[config.mk]
export PLATFORM = sky130hd
export DESIGN_NAME = regfile_wb_arbiter
export DESIGN_NICKNAME = d
export VERILOG_FILES = /design/src/rtl/regfile_wb_arbiter.sv
export SDC_FILE = /design/constraint.sdc
export NUM_CORES = 1
export LEC_CHECK = 0
export ABC_AREA = 1
export CAP_MARGIN = 10
export CORE_UTILIZATION = 50
export CTS_CLUSTER_SIZE = 40
export DETAILED_ROUTE_END_ITERATION = 8
export GPL_ROUTABILITY_DRIVEN = 0
export PLACE_DENSITY = 0.8
export SYNTH_ARGS = -nofsm -noshare
export SYNTH_HDL_FRONTEND = slang
export SYNTH_SLANG_ARGS = --single-unit
[constraint.sdc]
create_clock -name clk -period 12.9 [get_ports clk]
set_input_delay 2.58 -clock clk [delete_from_list [all_inputs] [get_ports clk]]
set_output_delay 2.58 -clock clk [all_outputs]
set_load 0.02 [all_outputs]
[src/rtl/regfile_wb_arbiter.sv]
// Write-back arbiter: one holding slot per source (mem/mul/alu), round-robin grant
// into registered regfile write port, plus in-flight hazard query. Option: WB_R0_DISCARD_EN.
`ifndef ADDR_WIDTH
`define ADDR_WIDTH 5
`endif
`ifndef REG_FILE_WIDTH
`define REG_FILE_WIDTH 32
`endif

module regfile_wb_arbiter (
    input  logic                       clk,
    input  logic                       rst,
    input  logic                       mem_valid,
    input  logic                       mul_valid,
    input  logic                       alu_valid,
    input  logic [`ADDR_WIDTH-1:0]     mem_addr,
    input  logic [`ADDR_WIDTH-1:0]     mul_addr,
    input  logic [`ADDR_WIDTH-1:0]     alu_addr,
    input  logic [`REG_FILE_WIDTH-1:0] mem_data,
    input  logic [`REG_FILE_WIDTH-1:0] mul_data,
    input  logic [`REG_FILE_WIDTH-1:0] alu_data,
    output logic                       mem_ready,
    output logic                       mul_ready,
    output logic                       alu_ready,
    output logic                       wrt,
    output logic [`ADDR_WIDTH-1:0]     addrD,
    output logic [`REG_FILE_WIDTH-1:0] d,
    input  logic [`ADDR_WIDTH-1:0]     qaddr_a,
    input  logic [`ADDR_WIDTH-1:0]     qaddr_b,
    output logic                       pend_a,
    output logic                       pend_b
);

    localparam int AW = `ADDR_WIDTH;
    localparam int DW = `REG_FILE_WIDTH;

    // rr pointer values double as slot indices
    localparam logic [1:0] SRC_MEM = 2'd0;
    localparam logic [1:0] SRC_MUL = 2'd1;
    localparam logic [1:0] SRC_ALU = 2'd2;

    logic [2:0]    req_valid;
    logic [AW-1:0] req_addr [3];
    logic [DW-1:0] req_data [3];

    logic [2:0]    slot_valid;
    logic [AW-1:0] slot_addr [3];
    logic [DW-1:0] slot_data [3];
    logic [1:0]    rr;

    logic [2:0]    grant;
    logic [1:0]    grant_idx;
    logic          grant_any;
    logic [2:0]    ready;
    logic [2:0]    accept;
    logic [2:0]    load;

    assign req_valid   = {alu_valid, mul_valid, mem_valid};
    assign req_addr[0] = mem_addr;
    assign req_addr[1] = mul_addr;
    assign req_addr[2] = alu_addr;
    assign req_data[0] = mem_data;
    assign req_data[1] = mul_data;
    assign req_data[2] = alu_data;

    always_comb begin
        grant_idx = SRC_MEM;
        grant_any = 1'b0;
        case (rr)
            SRC_MUL: begin
                if (slot_valid[1])      begin grant_idx = SRC_MUL; grant_any = 1'b1; end
                else if (slot_valid[2]) begin grant_idx = SRC_ALU; grant_any = 1'b1; end
                else if (slot_valid[0]) begin grant_idx = SRC_MEM; grant_any = 1'b1; end
            end
            SRC_ALU: begin
                if (slot_valid[2])      begin grant_idx = SRC_ALU; grant_any = 1'b1; end
                else if (slot_valid[0]) begin grant_idx = SRC_MEM; grant_any = 1'b1; end
                else if (slot_valid[1]) begin grant_idx = SRC_MUL; grant_any = 1'b1; end
            end
            default: begin
                if (slot_valid[0])      begin grant_idx = SRC_MEM; grant_any = 1'b1; end
                else if (slot_valid[1]) begin grant_idx = SRC_MUL; grant_any = 1'b1; end
                else if (slot_valid[2]) begin grant_idx = SRC_ALU; grant_any = 1'b1; end
            end
        endcase
        grant = grant_any ? (3'b001 << grant_idx) : 3'b000;
    end

    assign ready  = ~slot_valid | grant;
    assign accept = req_valid & ready;

    // Register-0 writes may be swallowed: handshake completes but nothing is queued
    always_comb begin
        load = accept;
`ifdef WB_R0_DISCARD_EN
        for (int i = 0; i < 3; i++) begin
            if (req_addr[i] == '0) load[i] = 1'b0;
        end
`endif
    end

    assign mem_ready = ready[0];
    assign mul_ready = ready[1];
    assign alu_ready = ready[2];

    always_ff @(posedge clk or posedge rst) begin
        if (rst) begin
            slot_valid <= '0;
            for (int i = 0; i < 3; i++) begin
                slot_addr[i] <= '0;
                slot_data[i] <= '0;
            end
        end else begin
            for (int i = 0; i < 3; i++) begin
                if (load[i]) begin
                    slot_valid[i] <= 1'b1;
                    slot_addr[i]  <= req_addr[i];
                    slot_data[i]  <= req_data[i];
                end else if (grant[i]) begin
                    slot_valid[i] <= 1'b0;
                end
            end
        end
    end

    always_ff @(posedge clk or posedge rst) begin
        if (rst) begin
            rr <= SRC_MEM;
        end else if (grant_any) begin
            case (grant_idx)
                SRC_MEM: rr <= SRC_MUL;
                SRC_MUL: rr <= SRC_ALU;
                default: rr <= SRC_MEM;
            endcase
        end
    end

    always_ff @(posedge clk or posedge rst) begin
        if (rst) begin
            wrt   <= 1'b0;
            addrD <= '0;
            d     <= '0;
        end else begin
            wrt <= grant_any;
            if (grant_any) begin
                addrD <= slot_addr[grant_idx];
                d     <= slot_data[grant_idx];
            end
        end
    end

    always_comb begin
        pend_a = wrt && (addrD == qaddr_a);
        pend_b = wrt && (addrD == qaddr_b);
        for (int i = 0; i < 3; i++) begin
            if (slot_valid[i] && (slot_addr[i] == qaddr_a)) pend_a = 1'b1;
            if (slot_valid[i] && (slot_addr[i] == qaddr_b)) pend_b = 1'b1;
        end
`ifdef WB_R0_DISCARD_EN
        if (qaddr_a == '0) pend_a = 1'b0;
        if (qaddr_b == '0) pend_b = 1'b0;
`endif
    end

endmodule

* Word-level counts from Yosys, hierarchy flattened *
Cells that the tools add are included.

operators by class
  magnitude comparators = 1
  eq/ne operators = 11
  shifts and indexed selects = 1
  multiplexer cells = 37
  bitwise logic cells = 4
  reduce and logical (&&, ||, !) cells = 12

operator list
  cell                 number
  $bmux 32 s2          1
  $mux 32              2
  $eq 5x5->1           8
  $mux 1               23
  $bmux 5 s2           1
  $mux 5               2
  $logic_and 1x1->1    8
  $mux 2               4
  $pmux 2 s2           2
  $reduce_bool 2->1    3
  $eq 2x1->1 const B   2
  $and 3x3->3          1
  $ge 3x3->1 const B   1
  $mux 3               1
  $not 2->3            1
  $not 3->3            1
  $or 3x3->3           1
  $shl 1x2->3 const A  1
  $eq 2x2->1 const B   1
  $logic_not 2->1      1
  $pmux 1 s2           1

word-level totals
  bits in registers = 154
  input port bits = 126
  output and inout bits = 43
  logic and storage cells = 79

* Logic depth before layout (Yosys ltp) *
Gate-level depths: netlist (run 1).

  depth in word-level cells = 9
  gate-level depth with buffers = 14
  depth with buffers taken out = 12

* Worst setup path before layout (run 1) *
OpenSTA, ideal clock, no wires.

  path type = in2out
  start point = in qaddr_a[4]
  end point = out pend_a
  arrival time = 3290 ps
  data required time = 10320 ps
  slack = 7030 ps
  stages on the path = 5
  buffers on the path = 1
  cell sequence = clkbuf_1 -> xor2_1 -> nor3_1 -> nand3_1 -> nand4_1

between the ends
  word-level cells in the longest chain between the ends = 5
  elaborated cells on any way between the ends = 11
  classes of those cells = 4 x eq/ne; 3 x mux; 4 x reduce/logical

RTL lines
  element                                      line      RTL
  start, declared                              28        input logic [`ADDR_WIDTH-1:0] qaddr_a,
  $eq 5x5->1, on equally long branches         153, 156
  $logic_and 1x1->1, on equally long branches  153, 156
  $mux 1 (2 in series)                         156       if (slot_valid[i] && (slot_addr[i] == qaddr_a)) pend_a = 1'b1;
  $mux 1 (*)                                   156
  end, declared                                30        output logic pend_a,

Every way passes the cells marked *; elsewhere a longest branch is shown, timed or not.

* Worst setup path after layout (run 1) *
  start point = in qaddr_a[1]
  end point = out pend_a

The elaborated chain is that of the path after synthesis.

==> reports/qor.txt, run 1 <==
OUTCOME
---------------------------------------------------------------------------------
Run status ......................................................... complete, no violations

POWER AND IR DROP
---------------------------------------------------------------------------------
Fraction of power spent switching nets .............................        46.3%
Sequential Power Share .............................................        32.5%
Power per Cell Area ................................................  294 mW/mm^2
Reported leakage power .............................................   0.00462 uW
Psw ................................................................      1300 uW
Combinational cell fraction of total power .........................        48.8%
Part of the total power dissipated in the clock network ............        18.7%
Total internal power ...............................................      1510 uW
Maximum vdd drop ...................................................     0.158 mV

CRITICAL PATH
---------------------------------------------------------------------------------
Register-to-register path setup slack ..............................      7.96 ns
Largest fanout on the critical path ................................            4
End of the worst register-to-register path ......................... slot_data[17]$_DFFE_PP0P_
Worst Setup End Kind ...............................................  output port
Launch point of the worst reg-to-reg path .......................... rr[0]$_DFFE_PP0P_
CP Data Required Time ..............................................     10.32 ns
Critical path class ................................................ input pin to output port
Arr. time, crit path ...............................................      4.43 ns
Depth of the worst register-to-register path .......................           13
Startpoint kind of the worst setup timing path .....................    input pin

TIMING
---------------------------------------------------------------------------------
Final setup violation count ........................................            0
Min cycle time layout ..............................................      7.01 ns
Setup repair after global routing missed its margin ................           no
Share of the clock period used by the worst path after layout ......        54.3%
Setup Total Neg Slack ..............................................         0 ns
Worst max-slew margin expressed relative to the limit ..............        28.5%
Number of failing hold endpoints at the final stage ................            0
Max frequency ......................................................    0.143 GHz
Measured slew at the worst slew-check pin ..........................      1.07 ns
Post-Route Skew ....................................................   0.00965 ns
Final WS setup .....................................................      5.89 ns
Fin. max-slew vios .................................................            0

CLOCKING
---------------------------------------------------------------------------------
TritonCTS clock tree ...............................................          yes
Number of sinks on the clock net ...................................          154
Number of CTS-inserted buffers .....................................           17
Clock slew seen by the registers of the worst setup and hold paths .      0.06 ns
Buffer depth of the longest clock path .............................            2
Number of cells upsized or downsized after cts .....................            0
Setup bufs post-CTS ................................................            0
Source-to-sink clock delay at the later pin of the worst-skew pair .      0.43 ns
CTS H-Tree Depth ...................................................            4
Number of buffers added to fix hold violations after cts ...........            0
Clock root cell .................................................... sky130_fd_sc_hd__clkbuf_16

PLACE
---------------------------------------------------------------------------------
DP HPWL ............................................................     13100 um
Port Buffer Count ..................................................          168
Placed instance count ..............................................         1195
Worst setup timing slack at the placement stage ....................      5.93 ns
Placed inst area ................................................... 0.00892 mm^2

GLOBAL ROUTING
---------------------------------------------------------------------------------
Global-route wire length before repair .............................     35700 um
Number of antenna violations at the first check in global routing ..            0
Congestion Overflow GR .............................................            0
Global-route layer with the greatest usage .........................         met2
Total global-route track usage .....................................        31.3%
Global-route met3 utilization ......................................        6.27%
Vias in the first global route .....................................         6941
Largest net degree at the start of global routing ..................           89
Global-route track usage on met2 ...................................        48.6%
Met1 Usage GRT .....................................................        42.5%

YOSYS
---------------------------------------------------------------------------------
Average cell area after synthesis ..................................    8.02 um^2
Part of the Yosys area used for sequential elements ................        53.2%
Gate Count Post-Synth ..............................................          904
Post-synth top cells ............................................... sky130_fd_sc_hd__nand2_1 (339), sky130_fd_sc_hd__nand3_1 (168), sky130_fd_sc_hd__dfrtp_1 (154)
Fraction of post-synthesis cell area in the top cell type by area ..        53.2%
Count of flip-flops with a built-in enable after synthesis .........            0
Yosys warns ........................................................            0
Netlist cell types .................................................           24
Combined area of all synthesized cells ............................. 0.00725 mm^2
Library cell with the highest instance count after synthesis ....... sky130_fd_sc_hd__nand2_1
Cell taking the most area after synthesis .......................... sky130_fd_sc_hd__dfrtp_1
Number of storage elements in the synthesis netlist ................          154
Fraction of synthesis flops using an asynchronous set or reset pin .         100%
Synthesized net count ..............................................         1032
Dominant synthesized flop cell ..................................... sky130_fd_sc_hd__dfrtp_1
Cell types with the largest area share after synthesis ............. sky130_fd_sc_hd__dfrtp_1 (53%), sky130_fd_sc_hd__nand2_1 (18%), sky130_fd_sc_hd__nand3_1 (12%)

FLOORPLANNING
---------------------------------------------------------------------------------
Area inside the core boundary ......................................  0.0140 mm^2
Overall die width ..................................................       122 um
Initial core utilization ...........................................        51.8%
I/O pin cnt ........................................................          169
Die footprint ......................................................  0.0150 mm^2
Die Ht .............................................................       122 um
Number of standard-cell rows in the floorplan ......................           43

DETAILED ROUTING
---------------------------------------------------------------------------------
Via Count ..........................................................         7057
Antenna viol nets, final ...........................................            0
Iteration-0 DRC count of the detailed router .......................          775
Final routed wire length divided by cell count .....................      18.0 um
Post-DR vias/cell ..................................................         5.75
Length of the first detailed-routing pass in iterations ............            7
Number of remaining DRC errors .....................................            0
Wire length after detailed routing .................................     22100 um

WORST HOLD PATH
---------------------------------------------------------------------------------
Hold crit path type ................................................ flip-flop to flip-flop
Worst min-delay path startpoint .................................... slot_data[43]$_DFFE_PP0P_
Depth of the worst hold-timing path ................................            2
Worst Hold Path EP ................................................. slot_data[43]$_DFFE_PP0P_

JOB
---------------------------------------------------------------------------------
Number of maximum-capacitance constraint violations ................            0

FINAL LAYOUT
---------------------------------------------------------------------------------
Number of antenna diodes ...........................................            0
Final std cells w/o fill ...........................................         1227
Share of layout cells above drive strength 1 .......................        5.25%
Total Nets Final ...................................................         1162
Layout-stage area growth over the synthesis result .................        31.7%
Final non-filler cell area ......................................... 0.00954 mm^2

## worst max-delay path by stage
stage	start	to	cells past startpoint
6_report	qaddr_a[1]	pend_a	7
5_1_grt	qaddr_b[0]	pend_b	8
4_1_cts	qaddr_a[1]	pend_a	7
3_5_place_dp	qaddr_a[4]	pend_a	6
3_3_place_gp	qaddr_b[4]	pend_b	8
2_1_floorplan	rst	addrD[0]$_DFFE_PP0P_	1
## placed cells by master (no fill, tap or decap), drive strengths merged, types with 11 or more instances in the layout
master,n
clkdlybuf4s50,165
nand3,169
dfrtp,154
inv,31
clkbuf,20
nand2,341
buf,11
o21ai,12
nand4,63
a21oi,11
nor2,30
o22ai,14
## cells by family (layout without fill, tap and decap cells)
| group | after synthesis | in the layout | synth area share, % |
|---|---|---|---|
| compound gates | 42 | 42 | 3.35 |
| buf+inv | 94 | 237 | 5.66 |
| simple gates | 604 | 604 | 36.5 |
| xor+xnor | 8 | 8 | 0.967 |
| fa+ha+maj | 2 | 2 | 0.345 |
| flops | 154 | 154 | 53.2 |
## per-layer routing
layer  share of wire [%]  wire [um]
met4                 3.0        667
met5                   0          0
met2                  47      10500
met3                 7.9       1740
met1                  42       9220
## worst max-delay path, cell delays in order
cell                              delay [ns]
sky130_fd_sc_hd__clkdlybuf4s50_1        0.49
sky130_fd_sc_hd__inv_1                  0.16
sky130_fd_sc_hd__nor2_1                 0.07
sky130_fd_sc_hd__nor3_1                 0.28
sky130_fd_sc_hd__nand3_1                0.13
sky130_fd_sc_hd__nand4_1                0.12
sky130_fd_sc_hd__clkdlybuf4s50_1        0.60
## final cells by class
class	instances	area, um^2
flip-flops and latches	154	3850
clock buffers	20	457
repair buffers	176	1730
clock inverters	12	165
inverters	29	114
fillers	1124	4440
well taps	180	225
multi-input cells	656	3000
## registers in the layout, summed over array words and instances (netlist names)
register	cells
d	32
slot_data	96
rr	2
addrD	5
wrt	1
slot_valid	3
slot_addr	15
## per-stage QoR
stage | hold WS [ns] | power, uW | utilization, %
after floorplan | 0.442 | 1790 | -
after CTS | 0.474 | 2790 | 68.2
final | 0.470 | 2800 | 68.2
after detailed placement | 0.459 | 2260 | 63.8
after global routing | 0.481 | 3000 | 68.2
after global placement | 0.455 | 2220 | 63.8
## power groups by stage
stage	Clock, uW	Sequential, uW	Combinational (uW)
3_5_place_dp	0	905	1360
3_3_place_gp	0	902	1320
2_1_floorplan	0	922	870
4_1_cts	525	904	1370
6_report	524	912	1370
5_1_grt	547	934	1520
(Power assumes the default switching activity.)
==> run 2: changes to the inputs <==
- CORE_UTILIZATION: 50 -> 45
- PLACE_DENSITY: 0.8 -> 0.76
- clock period: 12.9 -> 5.85 ns (I/O delays scaled with it)
==> run 2 against run 1 <==
  * Via count down 1.5%
  * Utilization down 8.0 points
  * Non-clock buffer count up 1
  * Global-route usage down 3.7 points
  * Cell count up 3.0%
  * Power up 120%
  * Clock power up 97%
  * Sequential power up 120%
  * First-iteration DRC count down 19%
  * Sequential share of layout area up 0.053 points
  * Die area up 11%
  * Clock skew up 0.0061 ns
  * Largest cell class unchanged
  * Largest power group unchanged
==> reports/qor.txt, run 2 (synthesis results as in run 1) <==
DETAILED ROUTING
---------------------------------------------------------------------------------
Post-DR vias/cell ..................................................         5.50   -4.3%
Antenna viol nets, final ...........................................            0   unchanged
Wire length after detailed routing .................................     21800 um   -1.5%
Length of the first detailed-routing pass in iterations ............            5   -2
Final routed wire length divided by cell count .....................      17.2 um   -4.4%
Number of remaining DRC errors .....................................            0   unchanged
Iteration-0 DRC count of the detailed router .......................          626   -19%
Via Count ..........................................................         6954   -1.5%

TIMING
---------------------------------------------------------------------------------
Final setup violation count ........................................            0   unchanged
Post-Route Skew ....................................................    0.0157 ns   +0.00609 ns
Final WS setup .....................................................      1.39 ns   -4.50 ns
Fin. max-slew vios .................................................            0   unchanged
Worst max-slew margin expressed relative to the limit ..............        38.1%   +9.7 points
Share of the clock period used by the worst path after layout ......        76.3%
Setup repair after global routing missed its margin ................           no
Setup Total Neg Slack ..............................................         0 ns   unchanged
Max frequency ......................................................    0.224 GHz
Number of failing hold endpoints at the final stage ................            0   unchanged
Measured slew at the worst slew-check pin ..........................     0.927 ns   -0.145 ns
Min cycle time layout ..............................................      4.46 ns

GLOBAL ROUTING
---------------------------------------------------------------------------------
Largest net degree at the start of global routing ..................           81   -9.0%
Total global-route track usage .....................................        27.6%   -3.7 points
Vias in the first global route .....................................         6675   -3.8%
Global-route wire length before repair .............................     34700 um   -2.8%
Congestion Overflow GR .............................................            0   unchanged
Number of antenna violations at the first check in global routing ..            0   unchanged

CLOCKING
---------------------------------------------------------------------------------
TritonCTS clock tree ...............................................          yes
Source-to-sink clock delay at the later pin of the worst-skew pair .      0.42 ns   about the same
Number of CTS-inserted buffers .....................................           17   unchanged
CTS H-Tree Depth ...................................................            4   unchanged
Setup bufs post-CTS ................................................            0   unchanged
Number of cells upsized or downsized after cts .....................            0   unchanged
Number of sinks on the clock net ...................................          154   unchanged
Clock slew seen by the registers of the worst setup and hold paths .      0.06 ns   about the same
Clock root cell .................................................... sky130_fd_sc_hd__clkbuf_16
Number of buffers added to fix hold violations after cts ...........            0   unchanged
Buffer depth of the longest clock path .............................            2   unchanged

POWER AND IR DROP
---------------------------------------------------------------------------------
Part of the total power dissipated in the clock network ............        17.1%   -1.6 points
Fraction of power spent switching nets .............................        46.8%   +0.51 points
Maximum vdd drop ...................................................     0.407 mV   +160%
Sequential Power Share .............................................        33.2%   +0.7 points
Total internal power ...............................................      3210 uW   +110%
Overall power ......................................................      6040 uW   +120%
Reported leakage power .............................................   0.00459 uW   -0.73%
Combinational cell fraction of total power .........................        49.7%   +0.9 points
Power per Cell Area ................................................  634 mW/mm^2   +120%
Psw ................................................................      2830 uW   +120%

PLACE
---------------------------------------------------------------------------------
Port Buffer Count ..................................................          168   unchanged
DP HPWL ............................................................     13200 um   +0.53%
Placed instance count ..............................................         1232   +3.1%
Worst setup timing slack at the placement stage ....................      1.82 ns   -4.11 ns

FINAL LAYOUT
---------------------------------------------------------------------------------
Largest registers .................................................. slot_data x96, d x32, slot_addr x15
Final std cells w/o fill ...........................................         1264   +3.0%
Largest register by flop count .....................................    slot_data
Number of antenna diodes ...........................................            0   unchanged
Layout-stage area growth over the synthesis result .................        31.5%
Commonest non-fill, non-tap cell in the layout ..................... sky130_fd_sc_hd__nand2_1
Number of flip-flops in the largest register .......................           96   unchanged
Top library cells by usage in the layout, fill and taps aside ...... sky130_fd_sc_hd__nand2_1 (333), sky130_fd_sc_hd__nand3_1 (168), sky130_fd_sc_hd__clkdlybuf4s50_1 (165), sky130_fd_sc_hd__dfrtp_1 (154), sky130_fd_sc_hd__nand4_1 (63)
Total Nets Final ...................................................         1163   +0.086%
Share of layout cells above drive strength 1 .......................        5.53%   +0.28 points

WORST HOLD PATH
---------------------------------------------------------------------------------
Hold crit path type ................................................ flip-flop to flip-flop

CRITICAL PATH
---------------------------------------------------------------------------------
Worst Setup End Kind ...............................................  output port
Arr. time, crit path ...............................................      3.29 ns   -1.14 ns
Startpoint kind of the worst setup timing path .....................    flip-flop
Critical path class ................................................ flip-flop to output port
CP Data Required Time ..............................................      4.68 ns   -5.64 ns
Largest fanout on the critical path ................................           76   +72

OUTCOME
---------------------------------------------------------------------------------
Run status ......................................................... complete, no violations

FLOORPLANNING
---------------------------------------------------------------------------------
Area inside the core boundary ......................................  0.0158 mm^2   +13%
Overall die width ..................................................       129 um   +5.3%
I/O pin cnt ........................................................          169   unchanged
Initial core utilization ...........................................        45.8%   -6.0 points
Die Ht .............................................................       129 um   +5.3%
Die footprint ......................................................  0.0166 mm^2   +11%
Number of standard-cell rows in the floorplan ......................           46   +7.0%

JOB
---------------------------------------------------------------------------------
Number of maximum-capacitance constraint violations ................            0   unchanged

[run 2: worst paths after layout]
path	start	to	slack (ns)	cells after the start
max	rr[0]$_DFFE_PP0P_	mem_ready	1.39	11
min	slot_data[18]$_DFFE_PP0P_	slot_data[18]$_DFFE_PP0P_	0.47	2
max reg2reg	rr[0]$_DFFE_PP0P_	slot_data[69]$_DFFE_PP0P_	2.05	14
min reg2reg	slot_data[18]$_DFFE_PP0P_	slot_data[18]$_DFFE_PP0P_	0.47	2
max in group asynchronous	rst	slot_valid[2]$_DFFE_PP0P_	3.55	3
min in group asynchronous	rst	slot_data[34]$_DFFE_PP0P_	1.26	2
[run 2: metal layers]
metal | up-vias | routed length, um | GRT usage, %
li1 | 3270 | - | -
met5 | - | 0 | 0
met1 | 3307 | 9520 | 37.4
met2 | 325 | 10200 | 43.6
met3 | 52 | 1510 | 5.82
met4 | 0 | 551 | 10.7
[run 2: through the flow]
| step | util (%) | hold WS (ns) | cell area (um^2) |
|---|---|---|---|
| after detailed placement | 56.7 | 0.458 | 8980 |
| after CTS | 60.2 | 0.474 | 9530 |
| after global placement | 56.7 | 0.455 | 8980 |
| final | 60.2 | 0.472 | 9530 |
| after global routing | 60.2 | 0.489 | 9530 |
| after floorplan | - | 0.442 | 7250 |
[run 2: worst max-delay path: stages (launching register included)]
cell	delay [ns]
sky130_fd_sc_hd__dfrtp_1	0.35
sky130_fd_sc_hd__inv_1	0.06
sky130_fd_sc_hd__ha_1	0.32
sky130_fd_sc_hd__inv_1	0.10
sky130_fd_sc_hd__nand2_1	0.06
sky130_fd_sc_hd__nand2_1	0.06
sky130_fd_sc_hd__nand2_2	0.15
sky130_fd_sc_hd__nand2_2	0.11
sky130_fd_sc_hd__buf_4	0.66
sky130_fd_sc_hd__nand3_1	0.23
sky130_fd_sc_hd__nand2_2	0.12
sky130_fd_sc_hd__clkdlybuf4s50_1	0.64
[run 2: power by group through the flow]
| stage | clock network [uW] | logic, uW | registers, uW |
|---|---|---|---|
| after global placement | 0 | 2910 | 1990 |
| after global routing | 1090 | 3320 | 2060 |
| after CTS | 1040 | 3000 | 1990 |
| final | 1030 | 3000 | 2000 |
| after floorplan | 0 | 1920 | 2030 |
| after detailed placement | 0 | 2990 | 2000 |
[run 2: area by class of cell]
cell class,count,area [um^2]
flip-flops and latches,154,3850
repair buffers,177,1730
multi-input cells,656,3010
inverters,29,114
well taps,216,270
fillers,1403,6300
clock buffers,18,429
clock inverters,14,123
